[config.mk]
export PLATFORM = sky130hd
export DESIGN_NAME = mcp_controller
export DESIGN_NICKNAME = d
export VERILOG_FILES = /design/src/rtl/mcp_controller.sv
export SDC_FILE = /design/constraint.sdc
export NUM_CORES = 1
export LEC_CHECK = 0
export CORE_MARGIN = 3
export CORE_UTILIZATION = 35
export DETAILED_ROUTE_END_ITERATION = 10
export PLACE_DENSITY_LB_ADDON = 0.12
export SLEW_MARGIN = 25
export SYNTH_ARGS = -nofsm -noshare
export SYNTH_HDL_FRONTEND = slang
export SYNTH_SLANG_ARGS = --single-unit
[constraint.sdc]
create_clock -name clk -period 2.1 [get_ports clk]
set_input_delay 0.42 -clock clk [delete_from_list [all_inputs] [get_ports clk]]
set_output_delay 0.42 -clock clk [all_outputs]
set_load 0.02 [all_outputs]
[src/rtl/mcp_controller.sv]
// Multicycle MIPS-subset control unit: Moore FSM sequencing fetch/decode/execute/
// memory/writeback plus the ALU function decoder.
module mcp_controller (
    input  logic       clk,
    input  logic       reset_n,
    input  logic [5:0] op,
    input  logic [5:0] funct,
    input  logic       zero,
    output logic       pcen,
    output logic       irwrite,
    output logic       memwrite,
    output logic       regwrite,
    output logic       iord,
    output logic       regdst,
    output logic       memtoreg,
    output logic       alusrca,
    output logic [1:0] alusrcb,
    output logic [1:0] pcsrc,
    output logic [2:0] alucontrol,
    output logic [3:0] state
);

    // state   | meaning
    // FETCH   | IR <= Mem[PC], PC <= PC+4
    // DECODE  | read regs, precompute branch target
    // MEMADR  | ALUOut <= A + SignImm
    // MEMRD   | read data memory at ALUOut
    // MEMWB   | rt <= Data
    // MEMWR   | Mem[ALUOut] <= B
    // RTYPEEX | ALUOut <= A op B
    // RTYPEWB | rd <= ALUOut
    // BEQEX   | compare A/B, take branch on zero
    // ADDIEX  | ALUOut <= A + SignImm
    // ADDIWB  | rt <= ALUOut
    // JEX     | PC <= jump target
    typedef enum logic [3:0] {
        FETCH   = 4'd0,
        DECODE  = 4'd1,
        MEMADR  = 4'd2,
        MEMRD   = 4'd3,
        MEMWB   = 4'd4,
        MEMWR   = 4'd5,
        RTYPEEX = 4'd6,
        RTYPEWB = 4'd7,
        BEQEX   = 4'd8,
        ADDIEX  = 4'd9,
        ADDIWB  = 4'd10,
        JEX     = 4'd11
    } state_t;

    localparam logic [5:0] OP_LW   = 6'b100011;
    localparam logic [5:0] OP_SW   = 6'b101011;
    localparam logic [5:0] OP_RTYP = 6'b000000;
    localparam logic [5:0] OP_BEQ  = 6'b000100;
    localparam logic [5:0] OP_ADDI = 6'b001000;
    localparam logic [5:0] OP_J    = 6'b000010;

    state_t     state_q;
    state_t     state_d;
    logic       pcwrite;
    logic       branch;
    logic       irwrite_s;
    logic       memwrite_s;
    logic       regwrite_s;
    logic [1:0] aluop;

    always_ff @(posedge clk or negedge reset_n) begin
        if (!reset_n) state_q <= FETCH;
        else          state_q <= state_d;
    end

    always_comb begin
        state_d    = FETCH;
        pcwrite    = 1'b0;
        branch     = 1'b0;
        irwrite_s  = 1'b0;
        memwrite_s = 1'b0;
        regwrite_s = 1'b0;
        iord       = 1'b0;
        regdst     = 1'b0;
        memtoreg   = 1'b0;
        alusrca    = 1'b0;
        alusrcb    = 2'b00;
        pcsrc      = 2'b00;
        aluop      = 2'b00;
        case (state_q)
            FETCH: begin
                irwrite_s = 1'b1;
                pcwrite   = 1'b1;
                alusrcb   = 2'b01;
                state_d   = DECODE;
            end
            DECODE: begin
                alusrcb = 2'b11;
                case (op)
                    OP_LW, OP_SW: state_d = MEMADR;
                    OP_RTYP:      state_d = RTYPEEX;
                    OP_BEQ:       state_d = BEQEX;
                    OP_ADDI:      state_d = ADDIEX;
                    OP_J:         state_d = JEX;
                    default:      state_d = FETCH;
                endcase
            end
            MEMADR: begin
                alusrca = 1'b1;
                alusrcb = 2'b10;
                state_d = (op == OP_LW) ? MEMRD : MEMWR;
            end
            MEMRD: begin
                iord    = 1'b1;
                state_d = MEMWB;
            end
            MEMWB: begin
                memtoreg   = 1'b1;
                regwrite_s = 1'b1;
            end
            MEMWR: begin
                iord       = 1'b1;
                memwrite_s = 1'b1;
            end
            RTYPEEX: begin
                alusrca = 1'b1;
                aluop   = 2'b10;
                state_d = RTYPEWB;
            end
            RTYPEWB: begin
                regdst     = 1'b1;
                regwrite_s = 1'b1;
            end
            BEQEX: begin
                alusrca = 1'b1;
                aluop   = 2'b01;
                pcsrc   = 2'b01;
                branch  = 1'b1;
            end
            ADDIEX: begin
                alusrca = 1'b1;
                alusrcb = 2'b10;
                state_d = ADDIWB;
            end
            ADDIWB: regwrite_s = 1'b1;
            JEX: begin
                pcsrc   = 2'b10;
                pcwrite = 1'b1;
            end
            default: state_d = FETCH;
        endcase
    end

    always_comb begin
        alucontrol = 3'b010;
        case (aluop)
            2'b01: alucontrol = 3'b110;
            2'b10: begin
                case (funct)
                    6'b100010: alucontrol = 3'b110;
                    6'b100100: alucontrol = 3'b000;
                    6'b100101: alucontrol = 3'b001;
                    6'b101010: alucontrol = 3'b111;
                    default:   alucontrol = 3'b010;
                endcase
            end
            default: alucontrol = 3'b010;
        endcase
    end

    // Reset holds the state register at FETCH, so only the enables need masking.
    assign pcen     = reset_n & (pcwrite | (branch & zero));
    assign irwrite  = reset_n & irwrite_s;
    assign memwrite = reset_n & memwrite_s;
    assign regwrite = reset_n & regwrite_s;
    assign state    = state_q;

endmodule

## After elaboration in Yosys (flattened, before gate mapping)

Cells that the tools add are included.

- Flip-flop bits (word level): 4
- Input bits: 15
- Output and inout port bits: 19
- Word-level logic and storage cells: 54

- Equal/unequal tests: 22
- Mux-type cells: 17
- Bitwise operators: 6
- Reductions and logical operators: 8

Operators by type and width:

| kind | number |
|---|---|
| == test 6 bit (second input constant) | 6 |
| case mux 4 bit (6 select lines) | 1 |
| case mux 4 bit (5 select lines) | 1 |
| == test 4 x 3 -> 1 bit (second input constant) | 4 |
| == test 4 bit (second input constant) | 4 |
| case mux 3 bit (4 select lines) | 1 |
| two-way mux 1 bit | 9 |
| == test 4 x 2 -> 1 bit (second input constant) | 2 |
| case mux 2 bit (2 select lines) | 2 |
| OR reduction 2 bit | 4 |
| == test 6 x 2 -> 1 bit (second input constant) | 1 |
| == test 6 x 3 -> 1 bit (second input constant) | 1 |
| == test 6 x 4 -> 1 bit (second input constant) | 1 |
| zero test 6 bit | 1 |
| case mux 2 bit (3 select lines) | 1 |
| case mux 3 bit (2 select lines) | 1 |
| AND 1 bit | 5 |
| == test 4 x 1 -> 1 bit (second input constant) | 1 |
| zero test 4 bit | 1 |
| OR reduction 4 bit | 1 |
| two-way mux 3 bit | 1 |
| OR reduction 3 bit | 1 |
| == test 2 x 1 -> 1 bit (second input constant) | 1 |
| == test 2 bit (second input constant) | 1 |
| bitwise OR 1 bit | 1 |

## Logic depth before layout (Yosys ltp)

- Depth in word-level cells: 5
- Depth in mapped cells: 6
- Depth with buffers taken out: 6

## Worst setup path after synthesis

No wires, ideal clock.

- Path kind: reg-to-output
- Start point: reg state_q[1] (netlist: state[1])
- End point: out alucontrol[0]
- Arrival time: 1.768 ns
- Required time: 1.680 ns
- Setup slack: -0.088 ns
- Cell stages (with the launch flop): 5
- Buffers on the path: 0
- Cell sequence: dfrtp_1 -> nor4b_2 -> inv_1 -> ha_1 -> nor3_1

- Cells in the longest elaborated chain, start to end: 4
- Elaborated cells on any way between the ends: 6
- Classes of those cells: 4 x eq/ne; 2 x mux

RTL lines:

| item | line | source |
|---|---|---|
| from (decl) | 58 | `state_t state_q;` |
| from (signal assigned) | 69 | `else state_q <= state_d;` |
| == test 4 bit / == test 4 x 3 -> 1 bit (equally long branches) | 86 | `case (state_q)` |
| case mux 2 bit (2 select lines) * | 86 |  |
| == test 2 bit / == test 2 x 1 -> 1 bit (equally long branches) | 152 | `case (aluop)` |
| case mux 3 bit (2 select lines) * | 152 |  |
| to (decl) | 19 | `output logic [2:0] alucontrol,` |

Every way passes the cells marked *; elsewhere a longest branch is shown, timed or not.

## Worst setup path in the final report

- Start point: reg state_q[2] (netlist: state[2])
- End point: out alucontrol[1]

Same word-level chain as after synthesis.

==> metrics.md <==
| Metric | Value |
|---|---|
| Antenna diodes | 0 |
| Iteration-0 DRC Markers | 8 |
| Gate Count Post-Synth | 73 |
| Drt drc | 0 |
| Gr ovfl total | 0 |
| CP Launch Type | flip-flop |
| Most common cell after layout, fill and taps aside | clkdlybuf4s50_1 |
| Routed vias | 744 |
| Placed Cells | 132 |
| Yosys reg bits | 4 |
| Failing checks | setup timing |
| Worst hold-check path type | in2async |
| Vias/cell | 5.471 |
| CTS Buf Count | 3 |
| CTS Buffer Depth | 2 |
| Hold Violations, Final | 0 |
| Worst-path clk slew | 40 ps |
| Dpl hpwl | 1420 um |
| Area delta synth->final | 79.75% |
| GR Util met3 | 0.03008 |
| Syn Area/Cell | 8.296 um^2 |
| Global-route wire length before repair | 2891 um |
| Die area | 2265 um^2 |
| CTS tree | yes |
| Largest net degree at the start of global routing | 14 |
| Die height | 47.60 um |
| Fraction of layout cells with a size suffix above 1 | 0.3750 |
| Max Clk Rate | 0.4752 GHz |
| Final GP Congestion | 0.7680 |
| Design Power | 0.0007971 W |
| Clk root buf | clkbuf_4 |
| Num ports | 34 |
| WL/cell | 14.14 um |
| Multi-input logic area | 506.7 um^2 |
| H-tree depth | 1 |
| Max cap viols | 0 |
| Period utilisation layout | 1.002 |
| Number of global-route vias before repair | 692 |
| Crit-path slowest cell | dfrtp_2 |
| Outcome | finished, violations left |
| Clk_lat worst skew | 230 ps |
| Crit-path max FO | 4 |
| Post-Syn Nets | 90 |
| Initial antenna violation count | 0 |
| FF/Latch Area | 102.6 um^2 |
| Critical path class | reg2out |
| Met1 Usage GRT | 0.2090 |
| Max incr delay on CP | 430 ps |
| Worst ir drop on vdd | 0.5056 mV |
| Synth Warn # | 0 |
| Final setup margin | -4.269 ps |
| Met2 usage | 0.3075 |
| # fillers | 142 |
| Starting Density | 0.3884 |
| Commonest non-fill, non-tap cells in the layout | clkdlybuf4s50_1, buf_4, dlygate4sd2_1, nor3_1, nor3b_2 |
| Antenna-violating nets left | 0 |
| Post-route setup TNS | -8.382 ps |
| Critical Path End Type | output port |
| Max-slew headroom | 0.7678 |
| Pwr per Cell Area | 732.3 nW/um^2 |
| Worst Setup Slack post-DPL | -385.5 ps |
| Die Wd | 47.60 um |
| CP Data Required Time | 1680 ps |
| Syn Std Cell Area | 605.6 um^2 |
| Worst EP arrival | 1680 ps |
| Core footprint | 1559 um^2 |
| Pre-antenna DRT Iters | 4 |
| Net count, final | 139 |
| Total track usage | 0.1846 |
| Final min period | 2104 ps |
| Post-synth cell types | 39 |
| Most used routing layer | met2 |
| Clk_skew | 1.865 ps |
| Max reg flops | 4 |
| Seq/Total Area, Yosys | 0.1653 |
| Std cell rows | 14 |
| Final setup fails | 2 |
| Crit-path cells | nor4b_4 -> inv_1 -> ha_4 -> a211o_1 -> buf_6 |
| Cell leakage power | 0.4820 nW |
| Routed WL | 1923 um |
| CTS sink cnt | 4 |
| Final Max Slew Viols | 0 |
| WHS | 504.2 ps |
| Final instance count without filler cells | 136 |
| Port Buffer Count | 33 |
| RSZ-0062 raised after global routing | true |
| Worst-Margin Slew | 345.6 ps |
-- logic make-up (layout without fill, tap and decap cells) --
logic type                 after synthesis  in the layout  synth area share
DFF                                      4              4            0.1653
buffers and inverters                    9             56           0.09916
and+or+nand+nor                         39             39            0.4525
xor gates and xnor gates                 3              3           0.04340
AOI/OAI and AO/OA                       16             16            0.1984
adders and majority gates                2              2           0.04132
-- cells in the mapped netlist --
master | count | area [um^2]
o21ai_0 | 1 | 5.000
a21boi_1 | 1 | 7.510
or2_1 | 2 | 12.51
nand4b_1 | 1 | 8.760
and4b_2 | 1 | 11.26
nand2_1 | 3 | 11.26
nor4b_1 | 2 | 17.52
ha_1 | 2 | 25.02
nor3b_1 | 2 | 15.01
or2b_1 | 1 | 7.510
o221ai_1 | 1 | 8.760
a21oi_1 | 3 | 15.01
xor2_1 | 1 | 8.760
nor4b_2 | 2 | 30.03
inv_1 | 4 | 15.01
dfrtp_1 | 4 | 100.1
a31oi_1 | 2 | 12.51
nor3b_2 | 3 | 37.54
a211o_1 | 1 | 8.760
nand4_1 | 1 | 6.260
buf_4 | 1 | 7.510
xnor2_1 | 2 | 17.52
a22oi_1 | 1 | 7.510
o21ai_1 | 1 | 5.000
a21bo_2 | 1 | 10.01
nand3_1 | 1 | 5.000
o211ai_1 | 1 | 7.510
nand2b_1 | 4 | 25.02
buf_6 | 3 | 33.78
and2b_2 | 1 | 8.760
nor2b_1 | 1 | 6.260
o21bai_1 | 1 | 7.510
a221oi_1 | 1 | 8.760
and3b_2 | 1 | 10.01
nor2_1 | 5 | 18.77
inv_2 | 1 | 3.750
nor3_1 | 6 | 30.03
o311ai_2 | 1 | 16.27
and3_1 | 2 | 12.51
-- layout make-up --
type                            instances  area share
Inverter                                5     0.01724
Tap cell                               16     0.01839
Sequential cell                         4     0.09425
Clock buffer                            3     0.02069
Timing Repair Buffer                   48      0.3839
Multi-Input combinational cell         60      0.4655
-- report_power, final --
part | total (W) | internal (W) | switching [W]
clock network | 0.0000954 | 0.0000639 | 0.0000315
logic | 0.000574 | 0.000291 | 0.000283
registers | 0.000128 | 0.0000984 | 0.0000296
-- worst max-delay path: cells and delay by family (launching register included) --
kind            cells  cell delay (ps)
flops               1              430
fa+ha+maj           1              230
buf+inv             2              240
compound gates      1              240
simple gates        1              300
-- through the flow --
stage               area, um^2  utilization
floorplan                610.6            -
global placement          1025       0.6573
detailed placement        1025       0.6573
CTS                       1051       0.6742
global route              1089       0.6982
finish                    1089       0.6982
-- final timing paths --
kind | cells after the start | slack [ps] | end | startpoint
setup / recovery | 5 | -4 | alucontrol[1] | state[2]
min in group clk | 2 | 710 | state[0] | state[0]
hold reg to reg | 2 | 710 | state[0] | state[0]
hold / removal | 2 | 500 | state[3] | reset_n
setup reg to reg | 4 | 780 | state[2] | state[0]
max in group asynchronous | 2 | 1480 | state[0] | reset_n
-- repair_timing --
item,CTS,global route
cloned,0,0
pin swaps,2,0
hold buffers,0,0
gates resized for setup,31,17
endpoints found under the setup margin,14,8
buffers inserted,1,0
-- routing by layer --
| layer | share of wire | vias up |
|---|---|---|
| met5 | 0 | - |
| met2 | 0.55 | 21 |
| li1 | - | 364 |
| met1 | 0.38 | 355 |
| met3 | 0.046 | 4 |
| met4 | 0.020 | 0 |
Note: power is estimated with default switching activity, not from simulation.
==> variant 1: new RTL, config.mk and constraints unchanged <==
Register the outputs `pcen`, `irwrite`, `memwrite` and `regwrite`; this adds one clock of latency there. The other outputs are not delayed to match.
--- a/src/rtl/mcp_controller.sv
+++ b/src/rtl/mcp_controller.sv
@@ -165,10 +165,12 @@
     end
 
     // Reset holds the state register at FETCH, so only the enables need masking.
-    assign pcen     = reset_n & (pcwrite | (branch & zero));
-    assign irwrite  = reset_n & irwrite_s;
-    assign memwrite = reset_n & memwrite_s;
-    assign regwrite = reset_n & regwrite_s;
+    always_ff @(posedge clk) begin
+        pcen     <= reset_n & (pcwrite | (branch & zero));
+        irwrite  <= reset_n & irwrite_s;
+        memwrite <= reset_n & memwrite_s;
+        regwrite <= reset_n & regwrite_s;
+    end
     assign state    = state_q;
 
 endmodule
Behaviour: not the same (Yosys sat finds a counterexample within 4 cycles, from zero or initial values and one cycle with reset_n low).
==> variant 1 against the unedited design <==
  * The flow still finishes with violations (setup timing)
  * Total power is 8.4% higher
  * Worst setup slack got worse by 13 ps
  * Clock power grew 30%
  * Register-to-register slack worse by 30 ps
  * Sequential cell count grew 4
  * Count of clock-buffer cells in the layout increased by 1
  * Via count decreased by 3.5%
  * Routed wire length shrank 10%
  * Clock skew shrank 1.1 ps
  * Synthesized area is 13% higher
  * Cell area rose by 6.2%
  * Global-route usage shrank 3.8 points
  * Cell count up 7.4%
  * Critical path depth is 2 higher
==> variant 1: results (changes against the unedited design) <==
Outcome:
- The flow ran to the end, but the final reports show violations.
- The final reports fail on setup timing.

Worst setup path:
- The length in cells of the worst reg-to-reg path is 5 (+1).
- The maximum cell stage delay along the critical path was 400 ps (-30 ps).

Yosys:
- The top flip-flop cell by instance count after synthesis is dfxtp_1.
- In the synthesized netlist, the cells that appear most often are 6 x nor3_1, 5 x nor2_1.
- The mean post-synth cell area is 8.90 um^2 (+7.3%).
- The share of the synthesized area in compound gates (AO/OA/AOI/OAI) is 17.5% (-2.3 points).
- The fraction of registers with async set/reset was 50.0% (-50 points).

Placement:
- The setup slack at placement is -406 ps (-20.3 ps).
- The final estimated routing congestion in global placement is 0.730 (-4.9%).
- The HPWL after detailed placement was 1.35 mm (-4.8%).

Routing:
- The vias after detailed routing is 718 (-3.5%).
- The met2 wire length came to 887 um (-16%).
- The post-detailed-route wirelength per cell was 11.8 um (-16%).
- The routed metal-1 wirelength is 749 um (+1.6%).

Global route:
- The number of global-route vias before repair was 695 (+0.43%).
- The wire length of the first global-routing pass was 2.91 mm (+0.69%).
- The maximum number of pins on one net before global-route repair was 17 (+3).

Cells and area:
- The number of filler cells placed in the layout is 152 (+7.0%).
- The proportion of layout cells with a drive suffix above 1 is 31.4% (-6.1 points).
- The count of buffers not belonging to the clock network in the layout is 44 (-8.3%).
- The count of flip-flops and latches is 8 (+4).

STA:
- The final hold slack is 372 ps (-132 ps).
- The worst setup slack after layout is -17.6 ps (-13.3 ps).
- The number of endpoints failing setup at the final stage is 1 (-1).
==> variant 1: cell types whose count changed in the layout (fill, tap and decap cells not counted), sizes merged <==
cell           change
buf                -5
dlymetal6s2s       -1
dfxtp              +4
dlygate4sd2        -2
clkdlybuf4s15      -1
clkbuf             +2
clkdlybuf4s50      +4
==> variant 1: report_power, final <==
part           internal, W  total [W]  switching (W)
Combinational     0.000254   0.000528       0.000274
Sequential        0.000188   0.000213      0.0000249
Clock            0.0000726   0.000124      0.0000510
Total             0.000514   0.000864       0.000350
==> variant 1: timing repair <==
| item | 4_1_cts | 5_1_grt |
|---|---|---|
| setup buffers | 1 | 1 |
| setup endpoints to repair | 11 | 6 |
| pin swaps | 3 | 3 |
| gates resized for setup | 27 | 14 |
==> variant 1: cells by family after synthesis <==
logic type	count (synthesis)
xor gates and xnor gates	3
AOI/OAI and AO/OA	16
DFF	8
adders and majority gates	2
and+or+nand+nor	39
buffers and inverters	9
==> variant 2: new RTL, config.mk and constraints unchanged <==
Without the edit above. Register the inputs `op`, `funct` and `zero` before use, cleared by the reset. The logic sees them one clock later.
--- a/src/rtl/mcp_controller.sv
+++ b/src/rtl/mcp_controller.sv
@@ -55,6 +55,22 @@
     localparam logic [5:0] OP_ADDI = 6'b001000;
     localparam logic [5:0] OP_J    = 6'b000010;
 
+    logic [5:0] op_q;
+    logic [5:0] funct_q;
+    logic zero_q;
+
+    always_ff @(posedge clk or negedge reset_n) begin
+        if (!reset_n) begin
+            op_q    <= '0;
+            funct_q <= '0;
+            zero_q  <= '0;
+        end else begin
+            op_q    <= op;
+            funct_q <= funct;
+            zero_q  <= zero;
+        end
+    end
+
     state_t     state_q;
     state_t     state_d;
     logic       pcwrite;
@@ -92,7 +108,7 @@
             end
             DECODE: begin
                 alusrcb = 2'b11;
-                case (op)
+                case (op_q)
                     OP_LW, OP_SW: state_d = MEMADR;
                     OP_RTYP:      state_d = RTYPEEX;
                     OP_BEQ:       state_d = BEQEX;
@@ -104,7 +120,7 @@
             MEMADR: begin
                 alusrca = 1'b1;
                 alusrcb = 2'b10;
-                state_d = (op == OP_LW) ? MEMRD : MEMWR;
+                state_d = (op_q == OP_LW) ? MEMRD : MEMWR;
             end
             MEMRD: begin
                 iord    = 1'b1;
@@ -152,7 +168,7 @@
         case (aluop)
             2'b01: alucontrol = 3'b110;
             2'b10: begin
-                case (funct)
+                case (funct_q)
                     6'b100010: alucontrol = 3'b110;
                     6'b100100: alucontrol = 3'b000;
                     6'b100101: alucontrol = 3'b001;
@@ -165,7 +181,7 @@
     end
 
     // Reset holds the state register at FETCH, so only the enables need masking.
-    assign pcen     = reset_n & (pcwrite | (branch & zero));
+    assign pcen     = reset_n & (pcwrite | (branch & zero_q));
     assign irwrite  = reset_n & irwrite_s;
     assign memwrite = reset_n & memwrite_s;
     assign regwrite = reset_n & regwrite_s;
Check against the original RTL: not equivalent (Yosys sat finds a counterexample within 4 cycles, from zero or initial values and one cycle with reset_n low).
==> variant 2 against the unedited design <==
  * The run still ends with setup timing left
  * Via count rose by 11%
  * Total power up 40%
  * Critical path depth up 1
  * Worst setup slack lost 220 ps
  * Routed wire length rose by 8.6%
  * Cell area increased by 31%
  * Synthesized area up 40%
  * Clock power is 89% higher
  * Count of clock-buffer cells in the layout is the same
  * Combinational power fell by 3.8%
  * Sequential cell count rose by 13
  * Synthesized cell count is 18% higher
==> variant 2: results (changes against the unedited design) <==
Outcome:
- The flow ran to the end, but the final reports show violations.
- The checks that failed: setup timing.

Yosys:
- Yosys attributes the largest share of cell area to dfrtp_1 50%, nor3_1 5.3%, nand2_1 3.1%.
- The number of unique standard cell types used by synthesis is 31 (-21%).
- The parity-gate share of the synthesized area counting xor and xnor cells is 3.10% (-1.2 points).
- The fraction of the yosys area taken by sequential cells came to 50.2% (+34 points).
- The adder and majority cell fraction of the synthesized area came to 2.95% (-1.2 points).
- The net count of the mapped netlist is 103 (+14%).
- After synthesis, the most frequently instantiated cells are 17 x dfrtp_1, 9 x nor3_1, 7 x nand2_1.

Global route:
- The wire length of the first global-routing pass is 3.44 mm (+19%).
- The maximum number of pins on one net before global-route repair came to 18 (+4).
- The total track usage came to 16.6% (-1.9 points).
- The number of global-route vias before repair is 803 (+16%).

Placement:
- The HPWL after detailed placement came to 1.59 mm (+12%).
- The final estimated routing congestion in global placement came to 0.868 (+13%).

Pwr:
- The static leakage is 0.605 nW (+26%).
- The net switching power figure is 0.000419 W (+22%).

Worst setup path:
- The maximum cell stage delay along the critical path is 410 ps (-20 ps).
- The critical path arrival is 1900 ps (+220 ps).

STA:
- The sum of negative setup slack is -471 ps (-462 ps).
- The number of endpoints failing setup at the final stage is 3 (+1).
- The worst setup slack after layout was -220 ps (-216 ps).
- The transition at the pin with the smallest max-transition slack was 443 ps (+97.1 ps).
- The setup clock skew after layout is 3.41 ps (+1.54 ps).

Routing:
- The iteration-0 DRC count of the detailed router is 2 (-6).
- The vias after detailed routing is 824 (+11%).

Clock tree:
- The clock network latency to the later pin of the worst-skew pair is 300 ps (+70 ps).

Cells and area:
- The proportion of layout cells with a drive suffix above 1 came to 43.3% (+5.8 points).
variant 2: cell count changes in the layout (fill, tap and decap cells not counted), sizes merged, moves of 3 or more:
cell,unedited run,this run
dfrtp,4,17
buf,19,24
nand2,3,7
nor3,6,9
nor4b,4,0
or3,0,3
dlygate4sd2,7,2
variant 2: final cells by class:
type                    instances  area (um^2)
clock inverters                 1         7.51
repair buffers                 48          412
clock buffers                   3         22.5
inverters                       5         18.8
multi-input cells              60          505
well taps                      28         35.0
fillers                       202          823
flip-flops and latches         17          430
variant 2: final timing paths:
check	startpoint	to	slack [ps]	depth (start not counted)
max	state[3]	alucontrol[1]	-220	6
max in group asynchronous	reset_n	state[1]	1360	2
min in group clk	op[5]	op_q[5]	550	1
min reg2reg	op_q[4]	state[0]	590	3
max reg2reg	op_q[3]	state[2]	630	3
min	reset_n	zero_q	550	2
variant 2: power groups by stage:
stage	sequential [W]	clock [W]	combinational, W
final	0.000382	0.000180	0.000552
after global routing	0.000388	0.000205	0.000597
after CTS	0.000382	0.000190	0.000536
after detailed placement	0.000389	0	0.000547
after global placement	0.000388	0	0.000541
after floorplan	0.000418	0	0.000251
variant 2: cell families (layout without fill, tap and decap cells):
family          Yosys count  in the layout
compound gates           17             17
xor+xnor                  3              3
fa+ha+maj                 2              2
buf+inv                   9             57
flops                    17             17
mux                       1              1
simple gates             37             37
variant 2: repair_timing:
action	in CTS	in global routing
pin swaps	0	4
cloned	0	0
buffers inserted	1	1
gates resized for setup	61	20
endpoints found under the setup margin	16	13
variant 2: through the flow:
step                      instance area, um^2  setup WS [ps]  std cells  hold slack, ps  util, %
final                                    1430           -220        162             547     63.5
after global routing                     1430           -288        162             528     63.5
after CTS                                1430           -241        162             535     63.3
after detailed placement                 1370           -290        157             578     60.7
after global placement                   1370           -267        157             574     60.7
after floorplan                           927           6.20         86             124        -
variant 2: per-layer routing:
layer  routed length (um)  GRT usage (%)  up-vias
met3                  121           4.02        7
met1                  823           17.4      386
li1                     -              -      404
met4                   59           9.31        0
met5                    0              0        -
met2                 1080           29.9       27
